## config.mk

```make
export PLATFORM = sky130hd
export DESIGN_NAME = mem_stage
export DESIGN_NICKNAME = d
export VERILOG_FILES = /design/src/rtl/mem_stage_pkg.sv /design/src/rtl/mem_stage_load_align.sv /design/src/rtl/mem_stage.sv
export SDC_FILE = /design/constraint.sdc
export NUM_CORES = 1
export LEC_CHECK = 0
export CAP_MARGIN = 30
export CORE_ASPECT_RATIO = 0.8
export CORE_MARGIN = 2
export CORE_UTILIZATION = 45
export CTS_BUF_LIST = sky130_fd_sc_hd__clkbuf_8
export CTS_CLUSTER_DIAMETER = 40
export DETAILED_ROUTE_END_ITERATION = 12
export HOLD_SLACK_MARGIN = 0.03
export PLACE_DENSITY = 0.85
export SYNTH_ARGS = -nofsm -noshare
export SYNTH_HDL_FRONTEND = slang
export SYNTH_HIERARCHICAL = 1
export SYNTH_SLANG_ARGS = --single-unit
export TNS_END_PERCENT = 1
```

## constraint.sdc

```tcl
create_clock -name clk -period 4 [get_ports clk]
set_input_delay 0.8 -clock clk [delete_from_list [all_inputs] [get_ports clk]]
set_output_delay 0.8 -clock clk [all_outputs]
set_load 0.05 [all_outputs]
```

## src/rtl/mem_stage_pkg.sv

```systemverilog
// Shared types for the MEM pipeline stage: bus payloads, load opcodes and FSM states.
package mem_stage_pkg;

    localparam int unsigned ES_TO_MS_W = 83;
    localparam int unsigned MS_TO_WS_W = 79;
    localparam int unsigned DATA_W     = 32;

    localparam logic [2:0] LOAD_NONE = 3'd0;
    localparam logic [2:0] LOAD_B    = 3'd1;
    localparam logic [2:0] LOAD_BU   = 3'd2;
    localparam logic [2:0] LOAD_H    = 3'd3;
    localparam logic [2:0] LOAD_HU   = 3'd4;
    localparam logic [2:0] LOAD_W    = 3'd5;

    typedef enum logic [1:0] {
        MS_IDLE = 2'd0,
        MS_WAIT = 2'd1,
        MS_HOLD = 2'd2
    } ms_state_e;

    typedef struct packed {
        logic              ex;
        logic              bd;
        logic              eret;
        logic              syscall;
        logic              mfc0;
        logic              mtc0;
        logic [3:0]        gr_strb;
        logic [4:0]        dest;
        logic [DATA_W-1:0] alu_result;
        logic [DATA_W-1:0] pc;
        logic [2:0]        load_op;
        logic              mem_req;
    } es_to_ms_t;

    typedef struct packed {
        logic              ex;
        logic              bd;
        logic              eret;
        logic              syscall;
        logic              mfc0;
        logic              mtc0;
        logic [3:0]        gr_strb;
        logic [4:0]        dest;
        logic [DATA_W-1:0] final_result;
        logic [DATA_W-1:0] pc;
    } ms_to_ws_t;

endpackage

```

## src/rtl/mem_stage_load_align.sv

```systemverilog
// Combinational load extraction: picks the addressed byte/half from a load word and extends it.
module load_align
    import mem_stage_pkg::*;
(
    input  logic [DATA_W-1:0] rdata_i,
    input  logic [1:0]        offset_i,
    input  logic [2:0]        load_op_i,
    output logic [DATA_W-1:0] result_o
);

    logic [7:0]  byte_sel;
    logic [15:0] half_sel;

    always_comb begin
        byte_sel = 8'(rdata_i >> {offset_i, 3'b000});
        half_sel = 16'(rdata_i >> {offset_i[1], 4'b0000});
        case (load_op_i)
            LOAD_B:  result_o = {{24{byte_sel[7]}}, byte_sel};
            LOAD_BU: result_o = {24'd0, byte_sel};
            LOAD_H:  result_o = {{16{half_sel[15]}}, half_sel};
            LOAD_HU: result_o = {16'd0, half_sel};
            // lw, and the reserved encodings, return the whole word
            default: result_o = rdata_i;
        endcase
    end

endmodule

```

## src/rtl/mem_stage.sv

```systemverilog
// MEM pipeline stage: holds one EX result, waits for load data, aligns it and hands off to WB.
module mem_stage
    import mem_stage_pkg::*;
#(
    parameter int unsigned ES_TO_MS_BUS_WD = ES_TO_MS_W,
    parameter int unsigned MS_TO_WS_BUS_WD = MS_TO_WS_W
) (
    input  logic                       clk,
    input  logic                       resetn,
    input  logic                       ws_allowin,
    output logic                       ms_allowin,
    input  logic                       es_to_ms_valid,
    input  logic [ES_TO_MS_BUS_WD-1:0] es_to_ms_bus,
    output logic                       ms_to_ws_valid,
    output logic [MS_TO_WS_BUS_WD-1:0] ms_to_ws_bus,
    input  logic                       data_sram_data_ok,
    input  logic [DATA_W-1:0]          data_sram_rdata,
    input  logic                       flush,
    output logic [4:0]                 ms_rf_dest,
    output logic                       ms_inst_mfc0_o
);

    es_to_ms_t         es_in;
    es_to_ms_t         bus_q;
    ms_to_ws_t         ws_out;
    ms_state_e         state_q, state_d;
    logic              ms_valid_q, ms_valid_d;
    logic              cancel_q, cancel_d;
    logic [DATA_W-1:0] hold_q, hold_d;

    logic              own_ok;
    logic              discard;
    logic              ms_ready_go;
    logic              accept;
    logic              leaving;
    logic              cur_load;
    logic              cur_load_waiting;
    logic              proto_err_c;
    logic [DATA_W-1:0] load_word;
    logic [DATA_W-1:0] aligned;

    assign es_in = es_to_ms_bus;

    // a response belongs to the resident load only once any cancelled one has drained
    assign own_ok           = (state_q == MS_WAIT) && data_sram_data_ok && !cancel_q;
    assign discard          = data_sram_data_ok && cancel_q;
    assign ms_ready_go      = !bus_q.mem_req || (state_q == MS_HOLD) || own_ok;
    assign ms_allowin       = !ms_valid_q || (ms_ready_go && ws_allowin);
    assign ms_to_ws_valid   = ms_valid_q && ms_ready_go && !flush;
    assign accept           = es_to_ms_valid && ms_allowin && !flush;
    assign leaving          = ms_valid_q && ms_ready_go && ws_allowin;
    assign cur_load         = ms_valid_q && bus_q.mem_req;
    assign cur_load_waiting = cur_load && (state_q == MS_WAIT) && !own_ok;
    assign proto_err_c      = data_sram_data_ok && (state_q == MS_IDLE) && !cancel_q;

    // next-state logic for the load FSM, cancel flag, hold register and valid bit
    always_comb begin
        state_d    = state_q;
        cancel_d   = cancel_q;
        hold_d     = hold_q;
        ms_valid_d = ms_valid_q;

        if (ms_allowin) ms_valid_d = es_to_ms_valid;
        if (flush)      ms_valid_d = 1'b0;

        if (own_ok) hold_d = data_sram_rdata;

        if (flush && cur_load_waiting) cancel_d = 1'b1;
        else if (discard)              cancel_d = 1'b0;

        if (flush) begin
            state_d = cancel_d ? MS_WAIT : MS_IDLE;
        end else if (accept && es_in.mem_req) begin
            state_d = MS_WAIT;
        end else if (cur_load && !leaving) begin
            state_d = (own_ok || state_q == MS_HOLD) ? MS_HOLD : MS_WAIT;
        end else begin
            state_d = cancel_d ? MS_WAIT : MS_IDLE;
        end
    end

    always_ff @(posedge clk) begin
        if (!resetn) begin
            state_q    <= MS_IDLE;
            cancel_q   <= 1'b0;
            hold_q     <= '0;
            ms_valid_q <= 1'b0;
        end else begin
            state_q    <= state_d;
            cancel_q   <= cancel_d;
            hold_q     <= hold_d;
            ms_valid_q <= ms_valid_d;
        end
    end

    always_ff @(posedge clk) begin
        if (es_to_ms_valid && ms_allowin) bus_q <= es_in;
    end

    always_ff @(posedge clk) begin
        if (resetn) begin
            assert (!proto_err_c)
                else $warning("mem_stage: data_ok with no load outstanding, ignored");
        end
    end

    assign load_word = (state_q == MS_HOLD) ? hold_q : data_sram_rdata;

    load_align u_load_align (
        .rdata_i   (load_word),
        .offset_i  (bus_q.alu_result[1:0]),
        .load_op_i (bus_q.load_op),
        .result_o  (aligned)
    );

    always_comb begin
        ws_out.ex           = bus_q.ex;
        ws_out.bd           = bus_q.bd;
        ws_out.eret         = bus_q.eret;
        ws_out.syscall      = bus_q.syscall;
        ws_out.mfc0         = bus_q.mfc0;
        ws_out.mtc0         = bus_q.mtc0;
        ws_out.gr_strb      = bus_q.gr_strb;
        ws_out.dest         = bus_q.dest;
        ws_out.final_result = (bus_q.load_op == LOAD_NONE) ? bus_q.alu_result : aligned;
        ws_out.pc           = bus_q.pc;
    end

    assign ms_to_ws_bus   = ws_out;
    assign ms_rf_dest     = (ms_valid_q && (bus_q.gr_strb != 4'd0)) ? bus_q.dest : 5'd0;
    assign ms_inst_mfc0_o = ms_valid_q && bus_q.mfc0;

endmodule

```

==> results.cfg <==
[worst_setup_path]
path_cells = clkdlybuf4s50_1 > mux2_2 > mux2_4 > a221oi_4 > buf_12 > a211oi_1 > a221o_1 > mux2_2 > buf_4
cp.depth = 9
crit_family = multiplexers
cp_max_fo = 7
crit_top_cell = mux2_2
startpoint_type = primary input
worstRegToRegCells = 6
cpPeakStageDelay_ps = 450
path_class = in -> out
arrival_ps = 3120
crit_path_end_kind = primary output
cp_slowest_cell = clkdlybuf4s50_1
crit_required_ps = 3200
path_buf_inv = 3

[grt]
antenna_found_initial = 0
grt_first_pass_wirelength_um = 25600
track_usage_pct = 24.03
grt.overflow.total = 0
grt_start_max_net_pins = 36
grt_pass1_vias = 4654

[floorplan]
dieWidth_um = 133.2
rows = 37
die_height_um = 107.3
coreArea_sq_um = 12960
die_area_sq_um = 14300
io_pins = 208
start_util_pct = 46.34

[synth]
syn_area_per_cell_sq_um = 11.97
synth_common_cells = nand2_1, edfxtp_1, mux2_2, buf_4, dfxtp_1
yosysMostFrequentCell = nand2_1
synth-edff-count = 83
yosysWarnings = 6
synth.distinct_cells = 52
ys_top_cells_by_area = edfxtp_1, dfxtp_1, mux2_2
synthesis.instances = 502
synth_seq_cells = 119
synth_nets = 623
syn_area_sq_um = 6007
synth_top_area_cell = edfxtp_1
seq_area_frac_synth_pct = 53.49
synth_top_area_share_pct = 41.49
yosys_most_used_dff = edfxtp_1
synthArstFlopShare_pct = 0

[sta]
post-route-min-period_ps = 3922
rsz0062_at_grt = no
setup_slack_ps = 78.19
worst_slew_pin_slew_ps = 797.3
maxSlewHeadroom_pct = 46.66
skew_ps = 7.737
slew_viol_final = 0
holdWs_ps = 456.7
hold_viol_final = 0
period_share_pct = 98.05
fmax_mhz = 255.0
setup_violations = 0
tns_ps = 0

[power]
peakVddDrop_uv = 269.2
p_leak_nw = 3.170
power.density_nw_per_um2 = 419.4

[worst_hold_path]
hold_class = reg -> reg
hold_depth = 2

[drt]
wire_per_inst_um = 19.58
drc_errors = 0
routed_wl_um = 16800
drt_iter0_drc = 328
detail_route.vias_per_cell = 5.304
dr_total_vias = 4551
first_pass_iters = 5
ant_nets = 0

[final_layout]
area_growth_pct = 40.14
fill_cells = 972
diodes = 0
drive_gt1_share_pct = 22.99
utilization_pct = 64.94
regArea_sq_um = 3213
multi_input_area_sq_um = 2281
final_nets = 792

[cts]
cts_made_buffers = 17
clock_latency_ps = 450
cts_tree = done
cts.sinks = 119
root_buffer = clkbuf_8
clk_pin_slew_worst_paths_ps = 70
htree_levels = 4
cts_max_path_buffers = 2

[placed_design]
port_buffers = 207
gp_congestion = 0.9190
detailed_place_hpwl_um = 12440
place_ws_ps = -69.66

[run]
maxCapViolCount = 0

[run_status]
status = complete, no violations
layout by cell type (no fill, tap or decap), types with 4 or more instances in the layout:
master,count
a221o_1,8
nand2_1,85
inv_1,8
o221ai_1,7
o21a_1,7
and2_1,8
dfxtp_1,36
bufinv_16,6
a211oi_1,7
edfxtp_1,83
a21oi_1,4
a21boi_1,5
clkbuf_8,17
a21boi_0,27
buf_4,45
a21o_1,17
mux2i_1,14
buf_12,6
clkdlybuf4s50_1,173
mux2_2,61
nor2_1,5
registers in the layout, summed over array words and instances (netlist names):
register,count
ms_valid_q,1
hold_q,32
cancel_q,1
state_q,2
ms_to_ws_bus,47
bus_q,36
logic make-up after synthesis:
| group | after synthesis | share of synthesized area [%] |
|---|---|---|
| fa+ha+maj | 2 | 0.3333 |
| flops | 119 | 53.49 |
| buf+inv | 83 | 8.915 |
| compound gates | 99 | 12.89 |
| mux | 81 | 15.21 |
| simple gates | 116 | 8.873 |
| xor+xnor | 2 | 0.2917 |
worst paths after layout:
check | from | end | slack, ps
hold reg to reg | hold_q[5] | hold_q[5] | 460
hold / removal | hold_q[5] | hold_q[5] | 460
setup reg to reg | state_q[0] | bus_q[45] | 1650
setup / recovery | data_sram_rdata[15] | ms_to_ws_bus[41] | 80
power breakdown:
group	internal [mW]	total [mW]	switching [mW]
Clock	0.797	1.30	0.499
Sequential	1.38	1.41	0.0287
Combinational	0.343	0.823	0.480
routing by layer:
metal	track usage, %	wire length (um)	up-vias
li1	-	-	2118
met1	31.08	7294	2192
met2	37.27	7789	213
met3	8.051	1300	28
met4	9.878	413	0
met5	0	0	-
final cells by class:
class | instances | share of cell area, %
Clock inverter | 14 | 2.765
Inverter | 7 | 0.3121
Clock buffer | 17 | 2.779
Tap cell | 175 | 2.601
Multi-Input combinational cell | 300 | 27.10
Sequential cell | 119 | 38.17
Timing Repair Buffer | 226 | 26.28
what timing repair did:
item,4_1_cts,5_1_grt
pin swaps,1,1
gates resized for setup,0,5
gates cloned,0,0
buffers inserted,1,0
setup endpoints to repair,6,21
hold buffers,0,0
per-stage QoR:
stage | cell area [sq um] | power (mW) | cells
floorplan | 6008 | 1.949 | 502
global placement | 7910 | 2.240 | 826
detailed placement | 7910 | 2.253 | 826
CTS | 8397 | 3.546 | 858
global route | 8418 | 3.642 | 858
finish | 8418 | 3.530 | 858
worst min-delay path, stage by stage (launching register included):
cell	delay (ps)
dfxtp_1	310
nand2_1	50
a21boi_1	50
(Power assumes the default switching activity.)
